===== config.mk =====
export PLATFORM = sky130hd
export DESIGN_NAME = program_store_flat
export DESIGN_NICKNAME = d
export VERILOG_FILES = /design/src/rtl/program_store_if.sv /design/src/rtl/program_store.sv /design/src/flat_wrapper.sv
export SDC_FILE = /design/constraint.sdc
export NUM_CORES = 1
export LEC_CHECK = 0
export CORE_UTILIZATION = 50
export DETAILED_ROUTE_END_ITERATION = 6
export MAX_ROUTING_LAYER = met4
export PLACE_DENSITY = 0.74
export SETUP_SLACK_MARGIN = 0.02
export SYNTH_ARGS = -nofsm -noshare
export SYNTH_HDL_FRONTEND = slang
export SYNTH_SLANG_ARGS = --single-unit

===== constraint.sdc =====
create_clock -name clk -period 25.9 [get_ports clk]
set_input_delay 2.59 -clock clk [delete_from_list [all_inputs] [get_ports clk]]
set_output_delay 2.59 -clock clk [all_outputs]
set_load 0.03 [all_outputs]

===== src/rtl/program_store_if.sv =====
// Program store bus.
// Groups the program-loading handshake, the run-time controls from the
// execution controller, and the fetch/status outputs of program_store.
//   master : host/controller side (drives characters and run controls)
//   slave  : program_store side (drives opcode fetch and status)
// Signals:
//   char_valid, char_in[7:0], prog_end   program text input
//   reload, rewind, LdPC, PCDecInc       run-time controls
//   out[3:0], pc, prog_len               fetch port and program info
//   ready, overflow, pc_fault            status flags
interface program_store_if #(
  parameter int ADDR_W = 8
);
  logic              char_valid;
  logic [7:0]        char_in;
  logic              prog_end;
  logic              reload;
  logic              rewind;
  logic              LdPC;
  logic              PCDecInc;
  logic [3:0]        out;
  logic [ADDR_W-1:0] pc;
  logic [ADDR_W-1:0] prog_len;
  logic              ready;
  logic              overflow;
  logic              pc_fault;

  modport master (
    output char_valid, char_in, prog_end, reload, rewind, LdPC, PCDecInc,
    input  out, pc, prog_len, ready, overflow, pc_fault
  );

  modport slave (
    input  char_valid, char_in, prog_end, reload, rewind, LdPC, PCDecInc,
    output out, pc, prog_len, ready, overflow, pc_fault
  );
endinterface


===== src/rtl/program_store.sv =====
// Program store for the Brainfuck execution controller.
// Accepts ASCII program text, drops non-Brainfuck bytes, encodes the rest
// into 4-bit opcodes in a local memory and terminates the program with a
// stop opcode (4'hF). While running it owns the program counter and presents
// the opcode at pc on bus.out with zero-latency fetch.
// Ports:
//   clk    system clock, rising edge
//   reset  synchronous active-high reset, returns to LOAD
//   bus    program_store_if.slave: character input, run controls,
//          opcode fetch (out), pc, prog_len, ready, overflow, pc_fault
module program_store #(
  parameter int ADDR_W = 8
) (
  input logic           clk,
  input logic           reset,
  program_store_if.slave bus
);
  localparam int DEPTH = 2 ** ADDR_W;
  localparam logic [ADDR_W-1:0] LAST = ADDR_W'(DEPTH - 1);
  localparam logic [ADDR_W-1:0] ONE  = ADDR_W'(1);
  localparam logic [3:0]        STOP = 4'hF;

  typedef enum logic [1:0] {LOAD, SEAL, RUN} state_t;

  state_t            state_reg;
  logic [ADDR_W-1:0] wr_ptr_reg;
  logic [ADDR_W-1:0] pc_reg;
  logic [ADDR_W-1:0] prog_len_reg;
  logic              ready_reg;
  logic              overflow_reg;
  logic              pc_fault_reg;

  logic [3:0]        mem [DEPTH];

  logic [3:0]        char_op;
  logic              char_ok;
  logic              mem_we;
  logic [ADDR_W-1:0] mem_addr;
  logic [3:0]        mem_data;

  // Character decoder: anything that is not one of the eight commands is
  // flagged invalid and has no effect at all.
  always_comb begin
    char_ok = 1'b1;
    char_op = STOP;
    case (bus.char_in)
      8'h3C:   char_op = 4'h0; // <
      8'h3E:   char_op = 4'h1; // >
      8'h2B:   char_op = 4'h2; // +
      8'h2D:   char_op = 4'h3; // -
      8'h5B:   char_op = 4'h4; // [
      8'h5D:   char_op = 4'h5; // ]
      8'h2E:   char_op = 4'h6; // .
      8'h2C:   char_op = 4'h7; // ,
      default: char_ok = 1'b0;
    endcase
  end

  // Single write port. The last slot is kept free so the stop opcode always
  // fits; a reset cycle never writes so an abandoned load leaves no trace.
  always_comb begin
    mem_we   = 1'b0;
    mem_addr = wr_ptr_reg;
    mem_data = char_op;
    if (!reset) begin
      case (state_reg)
        LOAD: mem_we = bus.char_valid && char_ok && (wr_ptr_reg != LAST);
        SEAL: begin
          mem_we   = 1'b1;
          mem_data = STOP;
        end
        default: mem_we = 1'b0;
      endcase
    end
  end

  always_ff @(posedge clk) begin
    if (mem_we) begin
      mem[mem_addr] <= mem_data;
    end
  end

  always_ff @(posedge clk) begin
    if (reset) begin
      state_reg    <= LOAD;
      wr_ptr_reg   <= '0;
      pc_reg       <= '0;
      prog_len_reg <= '0;
      ready_reg    <= 1'b0;
      overflow_reg <= 1'b0;
      pc_fault_reg <= 1'b0;
    end else begin
      case (state_reg)
        LOAD: begin
          // A character arriving together with prog_end is stored first, so
          // SEAL sees the already-advanced wr_ptr.
          if (bus.char_valid && char_ok) begin
            if (wr_ptr_reg != LAST) begin
              wr_ptr_reg <= wr_ptr_reg + ONE;
            end else begin
              overflow_reg <= 1'b1;
            end
          end
          if (bus.prog_end) begin
            state_reg <= SEAL;
          end
        end
        SEAL: begin
          prog_len_reg <= wr_ptr_reg;
          pc_reg       <= '0;
          ready_reg    <= 1'b1;
          state_reg    <= RUN;
        end
        RUN: begin
          if (bus.reload) begin
            state_reg    <= LOAD;
            wr_ptr_reg   <= '0;
            pc_reg       <= '0;
            prog_len_reg <= '0;
            ready_reg    <= 1'b0;
            overflow_reg <= 1'b0;
            pc_fault_reg <= 1'b0;
          end else if (bus.rewind) begin
            pc_reg <= '0;
          end else if (bus.LdPC) begin
            // No wrap-around: a step off either end holds pc and flags it.
            if (bus.PCDecInc) begin
              if (pc_reg == '0) pc_fault_reg <= 1'b1;
              else              pc_reg <= pc_reg - ONE;
            end else begin
              if (pc_reg == LAST) pc_fault_reg <= 1'b1;
              else                pc_reg <= pc_reg + ONE;
            end
          end
        end
        default: state_reg <= LOAD;
      endcase
    end
  end

  // Combinational fetch so the controller sees the new opcode in the same
  // cycle pc changes.
  assign bus.out      = ready_reg ? mem[pc_reg] : STOP;
  assign bus.pc       = pc_reg;
  assign bus.prog_len = prog_len_reg;
  assign bus.ready    = ready_reg;
  assign bus.overflow = overflow_reg;
  assign bus.pc_fault = pc_fault_reg;
endmodule


===== src/flat_wrapper.sv =====
// flat-port wrapper written by rule: the top's interface ports become plain ports
module program_store_flat 
#(
  parameter int ADDR_W = 8
)
  (clk, reset, bus_char_valid, bus_char_in, bus_prog_end, bus_reload, bus_rewind, bus_LdPC, bus_PCDecInc, bus_out, bus_pc, bus_prog_len, bus_ready, bus_overflow, bus_pc_fault);
  program_store_if #(.ADDR_W(ADDR_W)) bus_i ();
  input logic clk;
  input logic reset;
  input wire logic [$bits(bus_i.char_valid)-1:0] bus_char_valid;
  input wire logic [$bits(bus_i.char_in)-1:0] bus_char_in;
  input wire logic [$bits(bus_i.prog_end)-1:0] bus_prog_end;
  input wire logic [$bits(bus_i.reload)-1:0] bus_reload;
  input wire logic [$bits(bus_i.rewind)-1:0] bus_rewind;
  input wire logic [$bits(bus_i.LdPC)-1:0] bus_LdPC;
  input wire logic [$bits(bus_i.PCDecInc)-1:0] bus_PCDecInc;
  output wire logic [$bits(bus_i.out)-1:0] bus_out;
  output wire logic [$bits(bus_i.pc)-1:0] bus_pc;
  output wire logic [$bits(bus_i.prog_len)-1:0] bus_prog_len;
  output wire logic [$bits(bus_i.ready)-1:0] bus_ready;
  output wire logic [$bits(bus_i.overflow)-1:0] bus_overflow;
  output wire logic [$bits(bus_i.pc_fault)-1:0] bus_pc_fault;
  assign bus_i.char_valid = bus_char_valid;
  assign bus_i.char_in = bus_char_in;
  assign bus_i.prog_end = bus_prog_end;
  assign bus_i.reload = bus_reload;
  assign bus_i.rewind = bus_rewind;
  assign bus_i.LdPC = bus_LdPC;
  assign bus_i.PCDecInc = bus_PCDecInc;
  assign bus_out = bus_i.out;
  assign bus_pc = bus_i.pc;
  assign bus_prog_len = bus_i.prog_len;
  assign bus_ready = bus_i.ready;
  assign bus_overflow = bus_i.overflow;
  assign bus_pc_fault = bus_i.pc_fault;
  program_store #(.ADDR_W(ADDR_W)) u_core (.clk(clk), .reset(reset), .bus(bus_i));
endmodule

==> summary.md <==
| Metric | Value |
|---|---|
| Status | `finished, final reports clean` |
| CTS Hold Buffers Added | `0` |
| Post-route design area | `47010 sq um` |
| RSZ-0062 raised after global routing | `false` |
| Initial antenna violation count | `0` |
| Buffer levels on the longest clock path | `3` |
| Die X | `slightly below 300 um` |
| Warnings, synthesis | `0` |
| Final Hold Violating Endpoints | `0` |
| Setup Crit Path Kind | `register to output pin` |
| Syn Nets | `2224` |
| Area Growth Syn to Fin | `11.33%` |
| Clock Pin Slew Worst Setup and Hold Paths | `around 0.070 ns` |
| Register cell area after layout | `about 32000 sq um` |
| Final Core Density | `56.27%` |
| Flop and latch count out of synthesis | `1061` |
| Register area share after synthesis | `74.57%` |
| Tmin final | `8.086 ns` |
| Post-synthesis xor/xnor area fraction | `0.1452%` |
| Worst VDD drop | `0.07911 mV` |
| Clock sink count | `1061` |
| Chip height | `292.6 um` |
| Ys flop type | `edfxtp_1` |
| Netlist cell types | `59` |
| Mux share of post-synthesis cell area | `between 10% and 20%` |
| Crit end category | `output pin` |
| Pin count of the biggest net entering global routing | `around 260` |
| CTS tree | `built` |
| Max Cap Viol | `0` |
| Static Leak | `roughly 16 nW` |
| Synthesized area | `42230 sq um` |
| Final ANT Viol Nets | `0` |
| PostCTS Resize Cnt | `0` |
| PD cells | `about 70 nW/um^2` |
| CP Launch Type | `register` |
| Pre-CTS WS | `18.31 ns` |
| Setup TNS | `0 ns` |
| Post-synth top area cell | `edfxtp_1` |
| P_sw | `approximately 660 uW` |
| Tightest Pin Transition | `1.317 ns` |
| Power Total | `3.366 mW` |
| PnR worst setup slack | `~18 ns` |
| Initial Util | `50.54%` |
| EDFF count, synth | `about 1.0k` |
| Drt total wl | `92.21 mm` |
| First-pass GRT wire length | `138.9 mm` |
| Simple-gate share of the synthesized area | `4.732%` |
| Switching share of power | `19.63%` |
| Worst reg2reg setup slack | `approximately 21 ns` |
| Starting DRT DRC Count | `2405` |
| Slew headroom | `12.17%` |
| Met2 Use GR | `36.40%` |
| Clock power share | `43.4%` |
| CP required | `23.31 ns` |
| Synth async-reset ratio | `0%` |
| Nets | `2261` |
| Post-CTS setup buffer count | `0` |
| Via density | `about 6.3` |
| Tcrit/Tclk final | `31.22%` |
| Tightest Hold Check Type | `register to register` |
| Synthesized area per cell | `19.25 sq um` |
| Placed cells | `around 3.2k` |
| Worst reg2reg path endpoint | `u_core.mem[25][0]` |
| Layout cells sized above 1 | `21.03%` |
| Gate power share | `1.2%` |
| Crit-path most repeated cell | `buf_4` |
| Num CTS Buffers | `100` |
| Vias in the first global route | `between 20k and 25k` |
| Global placer's final weighted congestion | `around 0.83` |
| Number of flip-flops in the largest register | `1024` |
| Crit-path max cell delay | `0.79 ns` |
| Overflow after GRT | `0` |
| Post-route DRC | `0` |
| Global-route layer with the greatest usage | `met2` |
| Fmax | `123.7 MHz` |
| Complex-gate fraction of the synthesized area | `3.227%` |
| Filler cell count | `between 6k and 7k` |
| Final setup viols | `0` |
| Wirelength per Cell | `27.15 um` |
| GRT met3 Usage | `4.378%` |
| Setup crit end | `bus_out[0]` |
| GRT Util Overall | `22.49%` |
| Clock Skew | `0.01924 ns` |
| Non-Filler Instances | `3396` |
| Drt pass-1 iters | `5` |
| Post-Synth Adder-Cell Area | `0.4326%` |
| H-tree levels | `3` |
| Fin. max-slew vios | `0` |
| Buffers on Ports | `38` |
| Area of the multi-input gates | `roughly 10000 sq um` |
| Most flop-heavy register | `u_core.mem` |
| Row count | `106` |
| Worst-path fanout max | `47` |
| Crit-path cells | `buf_4, or2_1, buf_4, o22a_1, o21ai_0, a221oi_1, nor4_1, a31oi_1, clkdlybuf4s50_1` |
| Seq pwr share | `between 50% and 60%` |
| Dpl hpwl | `53.22 mm` |
| Top cells by area, synth | `edfxtp_1 73%, mux4_2 14%, nor2_1 2.5%` |
| Data arrival time of the worst path | `5.50 ns` |
| Cells after synthesis | `2194` |
| Via count | `21.32k` |
| Most frequent cells in the layout | `1024 x edfxtp_1, 286 x nor2_1, 256 x mux4_2` |
| Latest clock arrival within the worst-skew pair | `0.68 ns` |
| Commonest non-fill, non-tap cell in the layout | `edfxtp_1` |
| Largest family of logic cells by synthesized area | `multiplexers` |
| Hold slack | `0.4628 ns` |
| Core box area | `between 80000 and 90000 sq um` |
| Diodes inserted | `0` |
| Reg2reg path depth | `8` |
| Cell Int Power | `between 2 and 3 mW` |
| Slowest cell on crit path | `clkdlybuf4s50_1` |
| # IOs | `39` |
| GR Util met1 | `29.21%` |
| Top cell type's share of synthesized area | `between 70% and 80%` |
| Placed instance area | `43740 sq um` |
| FF-to-FF Start | `u_core.state_reg[1]` |
| Root buf cell | `clkbuf_16` |
| Die ar. | `between 80000 and 90000 sq um` |
## cell usage after synthesis, types with 2 or more instances
cell and count:
and3_1 3, a21oi_1 37, nand3_4 9, nand4_1 4, and2_1 6, xnor2_1 5
nor4_1 8, or4_1 2, o21ai_1 2, ha_1 13, o22a_1 15, buf_2 40
a221oi_1 17, o221ai_1 26, o31ai_1 2, nand2b_1 6, nor2b_1 14, o21bai_1 4
nor2_1 286, o211ai_1 7, mux4_2 256, nand3_1 20, a31oi_1 7, inv_1 13
o21ai_0 46, nand2_1 45, or3b_2 2, buf_1 15, xor2_1 2, nor3_1 9
nand3b_1 7, clkbuf_1 78, a21o_1 3, mux2_2 33, nor3b_1 3, dfxtp_1 37
o22ai_1 14, edfxtp_1 1024, mux2i_1 37, or3_1 8, a21oi_2 2, a22oi_1 10
## power by group through the flow
stage	Combinational [mW]	Sequential (mW)	Clock [mW]
5_1_grt	0.0447	1.86	1.53
6_report	0.0413	1.86	1.46
4_1_cts	0.0413	1.86	1.47
2_1_floorplan	0.0253	1.90	0
3_5_place_dp	0.0410	1.90	0
3_3_place_gp	0.0396	1.90	0
## worst min path at each step
stage | startpoint | end | slack, ns | cells past startpoint
finish | u_core.bus.pc_fault | u_core.bus.pc_fault | 0.46 | 2
detailed placement | u_core.bus.pc_fault | u_core.bus.pc_fault | 0.46 | 2
global route | u_core.bus.pc_fault | u_core.bus.pc_fault | 0.51 | 2
CTS | u_core.bus.pc_fault | u_core.bus.pc_fault | 0.47 | 2
global placement | u_core.bus.pc_fault | u_core.bus.pc_fault | 0.45 | 2
floorplan | u_core.state_reg[0] | u_core.state_reg[0] | 0.46 | 2
## layer usage
metal	share of wire, %	wire, um
met5	0	0
met4	2.4	2183
met3	8.6	7911
met2	51	46570
met1	39	35540
## final cells by class
cell class,count,share of cell area (%)
clock buffers,132,5.842
multi-input cells,985,21.56
flip-flops and latches,1061,67.01
inverters,13,0.1038
well taps,1080,2.874
repair buffers,70,1.480
clock inverters,55,1.128
## cell families after synthesis
logic type,after synthesis
xor+xnor,7
simple gates,437
compound gates,201
fa+ha+maj,14
mux,326
flops,1061
buf+inv,148
## worst max-delay path: cells and delay by family (launching register included)
family	cells	cell delay (ns)
buf+inv	3	1.94
compound gates	4	1.50
flops	1	0.78
simple gates	2	0.54
(Power assumes the default switching activity.)
